--- config.mk ---
export PLATFORM = sky130hd
export DESIGN_NAME = gardner_nco_ctrl
export DESIGN_NICKNAME = d
export VERILOG_FILES = /design/src/rtl/gardner_pkg.sv /design/src/rtl/gardner_mu_div.sv /design/src/rtl/gardner_nco_ctrl.sv
export SDC_FILE = /design/constraint.sdc
export NUM_CORES = 1
export LEC_CHECK = 0
export ABC_AREA = 1
export CORE_ASPECT_RATIO = 0.5
export CORE_MARGIN = 4
export CORE_UTILIZATION = 63
export CTS_CLUSTER_DIAMETER = 200
export CTS_CLUSTER_SIZE = 28
export DETAILED_ROUTE_END_ITERATION = 8
export PLACE_DENSITY = 0.95
export SYNTH_ARGS = -nofsm -noshare
export SYNTH_HDL_FRONTEND = slang
export SYNTH_SLANG_ARGS = --single-unit
export TNS_END_PERCENT = 50
--- constraint.sdc ---
create_clock -name clk -period 3.3 [get_ports clk]
set_input_delay 0.99 -clock clk [delete_from_list [all_inputs] [get_ports clk]]
set_output_delay 0.99 -clock clk [all_outputs]
set_load 0.01 [all_outputs]
--- src/rtl/gardner_pkg.sv ---
// Shared Q-format widths, constants and divider state encoding for the
// Gardner timing controller.
package gardner_pkg;

   localparam int unsigned W_WK = 16;
   localparam int unsigned W_MU = 15;

   localparam logic [W_WK-1:0] ONE = 16'h8000;

   // Index of the final quotient iteration (15 iterations, cnt 0..14).
   localparam logic [3:0] DIV_LAST = 4'd14;

   typedef enum logic [1:0] {
      ST_IDLE,
      ST_DIV,
      ST_DONE
   } div_state_e;

endpackage

--- src/rtl/gardner_mu_div.sv ---
// Restoring divider producing mu = floor(rem * 2^15 / div), MSB first,
// one quotient bit per clock; start restarts, abort drops to IDLE.
module gardner_mu_div
   import gardner_pkg::*;
(
   input  logic            clk,
   input  logic            resetn,
   input  logic            start,
   input  logic            abort,
   input  logic [W_WK-1:0] rem_init,
   input  logic [W_WK-1:0] div_init,
   output logic            busy,
   output logic            done,
   output logic [W_MU-1:0] q
);

   div_state_e      state_q, state_d;
   logic [W_WK-1:0] rem_q, rem_d;
   logic [W_WK-1:0] div_q, div_d;
   logic [W_MU-1:0] q_q, q_d;
   logic [3:0]      cnt_q, cnt_d;
   logic [W_WK-1:0] shl;
   logic            ge;

   always_comb begin
      // rem < div always holds, so the 16-bit subtraction cannot lose a bit;
      // rem's MSB stands in for bit 16 of the doubled remainder.
      shl     = {rem_q[W_WK-2:0], 1'b0};
      ge      = rem_q[W_WK-1] | (shl >= div_q);
      state_d = state_q;
      rem_d   = rem_q;
      div_d   = div_q;
      q_d     = q_q;
      cnt_d   = cnt_q;
      if (abort) begin
         state_d = ST_IDLE;
      end else if (start) begin
         state_d = ST_DIV;
         rem_d   = rem_init;
         div_d   = div_init;
         q_d     = '0;
         cnt_d   = '0;
      end else begin
         case (state_q)
            ST_DIV: begin
               q_d   = {q_q[W_MU-2:0], ge};
               rem_d = ge ? (shl - div_q) : shl;
               cnt_d = cnt_q + 4'd1;
               if (cnt_q == DIV_LAST) state_d = ST_DONE;
            end
            ST_DONE: state_d = ST_IDLE;
            default: state_d = ST_IDLE;
         endcase
      end
   end

   always_ff @(posedge clk or negedge resetn) begin
      if (!resetn) begin
         state_q <= ST_IDLE;
         rem_q   <= '0;
         div_q   <= '0;
         q_q     <= '0;
         cnt_q   <= '0;
      end else begin
         state_q <= state_d;
         rem_q   <= rem_d;
         div_q   <= div_d;
         q_q     <= q_d;
         cnt_q   <= cnt_d;
      end
   end

   assign busy = (state_q != ST_IDLE);
   assign done = (state_q == ST_DONE);
   assign q    = q_q;

endmodule

--- src/rtl/gardner_nco_ctrl.sv ---
// Modulo-1 NCO timing controller for Gardner symbol sync: steps by the
// clamped wk per sample and issues strobe + mu = eta/wk on each underflow.
module gardner_nco_ctrl
   import gardner_pkg::*;
#(
   parameter logic [W_WK-1:0] ETA_INIT = 16'h7FFF,
   parameter logic [W_WK-1:0] WK_MIN   = 16'h1000,
   parameter logic [W_WK-1:0] WK_MAX   = 16'h7000
) (
   input  logic            clk,
   input  logic            resetn,
   input  logic            enable,
   input  logic            sample_valid,
   input  logic [W_WK-1:0] wk,
   input  logic            clr_err,
   output logic            strobe,
   output logic [W_MU-1:0] mu,
   output logic            busy,
   output logic            overrun_err,
   output logic [W_WK-1:0] eta_dbg
);

   logic [W_WK-1:0] eta_q, eta_d;
   logic [W_MU-1:0] mu_q, mu_d;
   logic            strobe_q, strobe_d;
   logic            ovr_q, ovr_d;
   logic [W_WK-1:0] wk_c;
   logic [W_WK:0]   diff;
   logic            sample_en;
   logic            start;
   logic            div_busy;
   logic            div_done;
   logic [W_MU-1:0] div_q;

   always_comb begin
      wk_c = wk;
      if ($signed(wk) < $signed(WK_MIN))      wk_c = WK_MIN;
      else if ($signed(wk) > $signed(WK_MAX)) wk_c = WK_MAX;
      diff      = {1'b0, eta_q} - {1'b0, wk_c};
      sample_en = enable & sample_valid;
      start     = sample_en & diff[W_WK];
      eta_d = eta_q;
      if (sample_en) eta_d = diff[W_WK] ? (diff[W_WK-1:0] + ONE) : diff[W_WK-1:0];
      ovr_d = ovr_q;
      if (start && div_busy) ovr_d = 1'b1;
      else if (clr_err)      ovr_d = 1'b0;
      // A restart on the DONE cycle discards the finished quotient.
      strobe_d = enable & div_done & ~start;
      mu_d     = strobe_d ? div_q : mu_q;
   end

   always_ff @(posedge clk or negedge resetn) begin
      if (!resetn) begin
         eta_q    <= ETA_INIT;
         mu_q     <= '0;
         strobe_q <= 1'b0;
         ovr_q    <= 1'b0;
      end else begin
         eta_q    <= eta_d;
         mu_q     <= mu_d;
         strobe_q <= strobe_d;
         ovr_q    <= ovr_d;
      end
   end

   gardner_mu_div u_div (
      .clk      (clk),
      .resetn   (resetn),
      .start    (start),
      .abort    (~enable),
      .rem_init (eta_q),
      .div_init (wk_c),
      .busy     (div_busy),
      .done     (div_done),
      .q        (div_q)
   );

   assign strobe      = strobe_q;
   assign mu          = mu_q;
   assign busy        = div_busy;
   assign overrun_err = ovr_q;
   assign eta_dbg     = eta_q;

endmodule

==> flow_metrics.py, run 1 <==
metrics = {
    "status": {
        "status": "did not finish",
        "error_line": "[ERROR GRT-0232] Routing congestion too high. Check the congestion heatmap in the GUI.",
        "failing_step": "global routing (5_1_grt)",
    },
    "place": {
        "placed_area_mm2": 0.00695,
        "place.gp.congestion": 0.990,
        "dpl.cell_count": 1046,
        "dp_hpwl_um": 12600,
        "port_buffers": 54,
    },
    "floorplanning": {
        "die_w_um": 143,
        "die_y_um": 75.6,
        "row_count": 24,
        "initial_core_util": 0.655,
        "ios": 55,
    },
    "logic_synthesis": {
        "ys_ff_latch": 86,
        "ys_warn_count": 0,
        "netlist_area_mm2": 0.00576,
        "synth_area_leaders": "dfrtp_1, nand2_1, inv_1",
        "avgSynthCellArea_um2": 7.01,
        "ys_types": 42,
        "synth_top_area_cell": "dfrtp_1",
        "synth_top_cell_area_share": 0.308,
        "syn_inst": 822,
        "synth-seq-area-share": 0.377,
        "synthesis.nets": 879,
    },
    "cts": {
        "cts_sinks": 86,
        "h-tree-depth": 3,
        "cts_made_buffers": 9,
        "cts_root_buffer": "clkbuf_16",
        "cts_buffer_depth": 2,
    },
    "global_routing": {
        "grt_max_degree": 56,
        "track_usage": 0.888,
        "overflow": 395,
    },
    "sta": {
        "worst_endpoint": "u_div.q[12]$_DFFE_PN0P_/D",
        "worst_endpoint_kind": "register input",
    },
}
## through the flow
stage | hold WS [ns] | worst slack (ns)
4_1_cts | 0.485 | 0.000585
3_5_place_dp | 0.457 | -0.728
2_1_floorplan | 0.436 | 0.0108
3_3_place_gp | 0.451 | -0.553
## cells by family after synthesis
kind of cell / count (synthesis) / synth area share
fa+ha+maj: 36 / 0.0808
compound gates: 87 / 0.0856
flops: 86 / 0.377
other cells: 1 / 0.000651
buf+inv: 159 / 0.113
xor+xnor: 12 / 0.0182
simple gates: 441 / 0.324
## cell usage after synthesis
| library cell | count |
|---|---|
| nand2_1 | 291 |
| nand3b_1 | 1 |
| or2_1 | 1 |
| clkbuf_1 | 4 |
| a31oi_1 | 1 |
| conb_1 | 1 |
| ha_1 | 34 |
| buf_1 | 1 |
| inv_4 | 2 |
| and3_1 | 1 |
| and2_1 | 4 |
| nand2_4 | 3 |
| xor2_1 | 7 |
| inv_1 | 135 |
| nand4_1 | 3 |
| nor3_2 | 1 |
| nand3_2 | 1 |
| buf_4 | 3 |
| nor3_1 | 1 |
| o21ai_1 | 29 |
| a21oi_4 | 1 |
| nand3_4 | 1 |
| dfstp_2 | 15 |
| o22ai_1 | 15 |
| buf_6 | 4 |
| a21oi_1 | 17 |
| nor2_1 | 36 |
| xnor2_1 | 5 |
| nor4_1 | 3 |
| o21ai_0 | 15 |
| nand3_1 | 86 |
| o31ai_1 | 1 |
| nor3b_1 | 1 |
| or2_2 | 4 |
| o21bai_1 | 5 |
| buf_2 | 8 |
| nor2_2 | 1 |
| fa_1 | 2 |
| dfrtp_1 | 71 |
| a21oi_2 | 3 |
| inv_2 | 2 |
| nand2_2 | 2 |
## metal layers
layer,global-route usage,overflow
met1,0.836,11
met3,0.729,5
met5,0.487,2
met2,1.08,253
met4,0.991,124
## timing repair
item	CTS
resized for setup	108
buffers inserted	17
gates cloned	7
pin swaps	22
hold buffers	0
setup endpoints to repair	80
==> run 2: changes to the inputs <==
--- a/config.mk
+++ b/config.mk
@@ -6,13 +6,10 @@
 export NUM_CORES = 1
 export LEC_CHECK = 0
 export ABC_AREA = 1
-export CORE_ASPECT_RATIO = 0.5
 export CORE_MARGIN = 4
-export CORE_UTILIZATION = 63
-export CTS_CLUSTER_DIAMETER = 200
-export CTS_CLUSTER_SIZE = 28
+export CORE_UTILIZATION = 40
 export DETAILED_ROUTE_END_ITERATION = 8
-export PLACE_DENSITY = 0.95
+export PLACE_DENSITY_LB_ADDON = 0.15
 export SYNTH_ARGS = -nofsm -noshare
 export SYNTH_HDL_FRONTEND = slang
 export SYNTH_SLANG_ARGS = --single-unit
==> flow_metrics.py, run 2 <==
metrics = {
    "route": {
        "finalWirelength_um": 16300,
        "drcViolationCount": 0,
        "vias": 5629,
        "drt-pass1-iter-count": 4,
        "wire_per_inst_um": 14.2,
        "postRouteAntennaNets": 0,
        "dr.first_iter.drc_count": 307,
        "via_per_inst": 4.92,
    },
    "final_layout": {
        "final_cells": 1145,
        "final_cell_mix": "nand2_1, inv_1, buf_4",
        "final_common_cell": "nand2_1",
        "layout.nets": 1017,
        "diodes": 0,
        "drive_gt1_frac": 0.213,
        "fin_area_mm2": 0.00781,
        "area_growth_pct": 35.5,
    },
    "setup_path": {
        "path_max_fanout": 8,
        "endpoint_kind": "flip-flop",
        "cp-start-kind": "input pin",
        "critPathKind": "in -> reg",
        "crit_arrival_ns": 3.46,
        "cp.required_ns": 3.53,
    },
    "logic_synthesis": {
        "ys_ff_latch": 86,
        "synth-seq-area-share": 0.377,
        "synth_top_cell_area_share": 0.308,
        "synth_common_cells": "nand2_1, inv_1, nand3_1",
        "ys_warn_count": 0,
        "synth-async-reset-ratio": 1.00,
        "avgSynthCellArea_um2": 7.01,
        "synth_top_area_cell": "dfrtp_1",
        "ys_types": 42,
        "synth_most_common_cell": "nand2_1",
        "synth_edf_count": 0,
        "synthesis.nets": 879,
        "synth_area_leaders": "dfrtp_1, nand2_1, inv_1",
        "netlist_area_mm2": 0.00576,
        "syn_inst": 822,
        "synth_flop_cell": "dfrtp_1",
    },
    "cts": {
        "cts_tree": "built",
        "cts_buffer_depth": 2,
        "cts.reportedPaths.clkPinSlew_ns": 0.06,
        "cts_sinks": 86,
        "h-tree-depth": 3,
        "cts_made_buffers": 9,
        "cts_root_buffer": "clkbuf_16",
        "insertion_delay_ns": 0.35,
        "cts-hold-fix-buffers": 0,
    },
    "floorplanning": {
        "die_y_um": 128,
        "initial_core_util": 0.412,
        "core_area_mm2": 0.0140,
        "row_count": 43,
        "die_area_mm2": 0.0164,
        "die_w_um": 128,
        "ios": 55,
    },
    "place": {
        "port_buffers": 54,
        "place.gp.congestion": 0.888,
        "dp_hpwl_um": 12100,
        "dpl.cell_count": 1113,
        "placed_area_mm2": 0.00706,
        "pre_cts_ws_ns": -0.659,
    },
    "status": {
        "status": "finished, final reports clean",
    },
    "sta": {
        "setup_viol": 0,
        "timing.fmax_ghz": 0.310,
        "tightest_slew_ns": 0.590,
        "setup_tns_ns": 0,
        "setup_slack_ns": 0.0692,
        "period_needed_ns": 3.23,
        "fin_skew_ns": 0.00679,
        "maxSlewViolCount": 0,
        "relSlewSlack": 0.607,
        "period_share": 0.979,
        "finalHoldViolCount": 0,
    },
    "power": {
        "power_density_mw_per_mm2": 1000,
        "ir_worst_vdd_v": 0.000466,
        "p_leak_nw": 4.04,
    },
    "run": {
        "drv_cap": 0,
    },
    "global_routing": {
        "antenna_found_initial": 0,
        "grt_pass1_wl_um": 26600,
        "overflow": 0,
        "track_usage": 0.201,
        "grt_pass1_vias": 5478,
        "grt_max_degree": 45,
    },
    "min_path": {
        "hold_class": "reg -> reg",
    },
}
-- run 2: worst max-delay path: stages --
cell and delay [ns]:
buf_4 0.14, nor4_4 0.27, nand3_1 0.14, nand2_2 0.16, buf_6 0.17, nand3_4 0.09
ha_4 0.26, buf_4 0.14, a21oi_4 0.13, nand2_2 0.09, a21oi_4 0.20, nand3_4 0.21
buf_12 0.20, nand2_8 0.07, buf_12 0.12, o22ai_1 0.07
-- run 2: metrics by stage --
stage	util	power, mW	hold WS (ns)
2_1_floorplan	-	4.89	0.436
3_3_place_gp	0.505	6.32	0.455
3_5_place_dp	0.505	6.41	0.473
4_1_cts	0.536	7.57	0.489
5_1_grt	0.558	8.62	0.511
6_report	0.558	7.84	0.487
-- run 2: kinds of logic after synthesis --
group | count (synthesis) | share of synthesized area
compound gates | 87 | 0.0856
simple gates | 441 | 0.324
fa+ha+maj | 36 | 0.0808
flops | 86 | 0.377
other cells | 1 | 0.000651
xor+xnor | 12 | 0.0182
buf+inv | 159 | 0.113
-- run 2: repair_timing --
item | in CTS | in global routing
setup endpoints to repair | 74 | 78
pin swaps | 9 | 22
buffers inserted | 5 | 10
resized for setup | 44 | 70
cloned | 0 | 1
-- run 2: area by class of cell --
| class | count | area, um^2 |
|---|---|---|
| fill | 1309 | 6180 |
| multi-input combinational | 577 | 3280 |
| sequential | 86 | 2170 |
| timing repair buffer | 146 | 1280 |
| inverter | 139 | 539 |
| clock buffer | 9 | 225 |
| tap | 180 | 225 |
| clock inverter | 7 | 80.1 |
| timing repair inverter | 1 | 8.76 |
-- run 2: path summary, 6_finish.rpt --
| check | start | end | slack, ns | depth (start not counted) |
|---|---|---|---|---|
| max in group asynchronous | resetn | u_div.q[10] | 2.04 | 2 |
| worst max register to register | eta_dbg[0] | u_div.cnt_q[3] | 1.01 | 14 |
| worst min register to register | u_div.div_q[15] | u_div.div_q[15] | 0.49 | 2 |
| min in group asynchronous | resetn | u_div.q[5] | 0.65 | 1 |
| worst max-delay path | wk[8] | u_div.q[3] | 0.07 | 16 |
| worst min-delay path | u_div.div_q[15] | u_div.div_q[15] | 0.49 | 2 |
-- run 2: per-layer routing --
layer	up-vias	global-route usage	routed length, um	share of wire
li1	2864	-	-	-
met1	2647	0.278	7730	0.47
met2	99	0.325	7770	0.48
met5	-	0	0	0
met3	19	0.0325	510	0.031
met4	0	0.0643	286	0.018
-- run 2: where the power goes --
group          total, mW  switching, mW  internal (mW)
combinational       4.99           2.86           2.13
clock               1.04          0.443          0.597
sequential          1.81          0.364           1.44
Note: power is estimated with default switching activity, not from simulation.
==> run 3: changes to the inputs <==
--- a/config.mk
+++ b/config.mk
@@ -10,6 +10,7 @@
 export CORE_UTILIZATION = 40
 export DETAILED_ROUTE_END_ITERATION = 8
 export PLACE_DENSITY_LB_ADDON = 0.15
+export SKIP_LAST_GASP = 1
 export SYNTH_ARGS = -nofsm -noshare
 export SYNTH_HDL_FRONTEND = slang
 export SYNTH_SLANG_ARGS = --single-unit
==> results of run 3 <==
The final DEF is identical to that of run 2; final timing and power are the same.
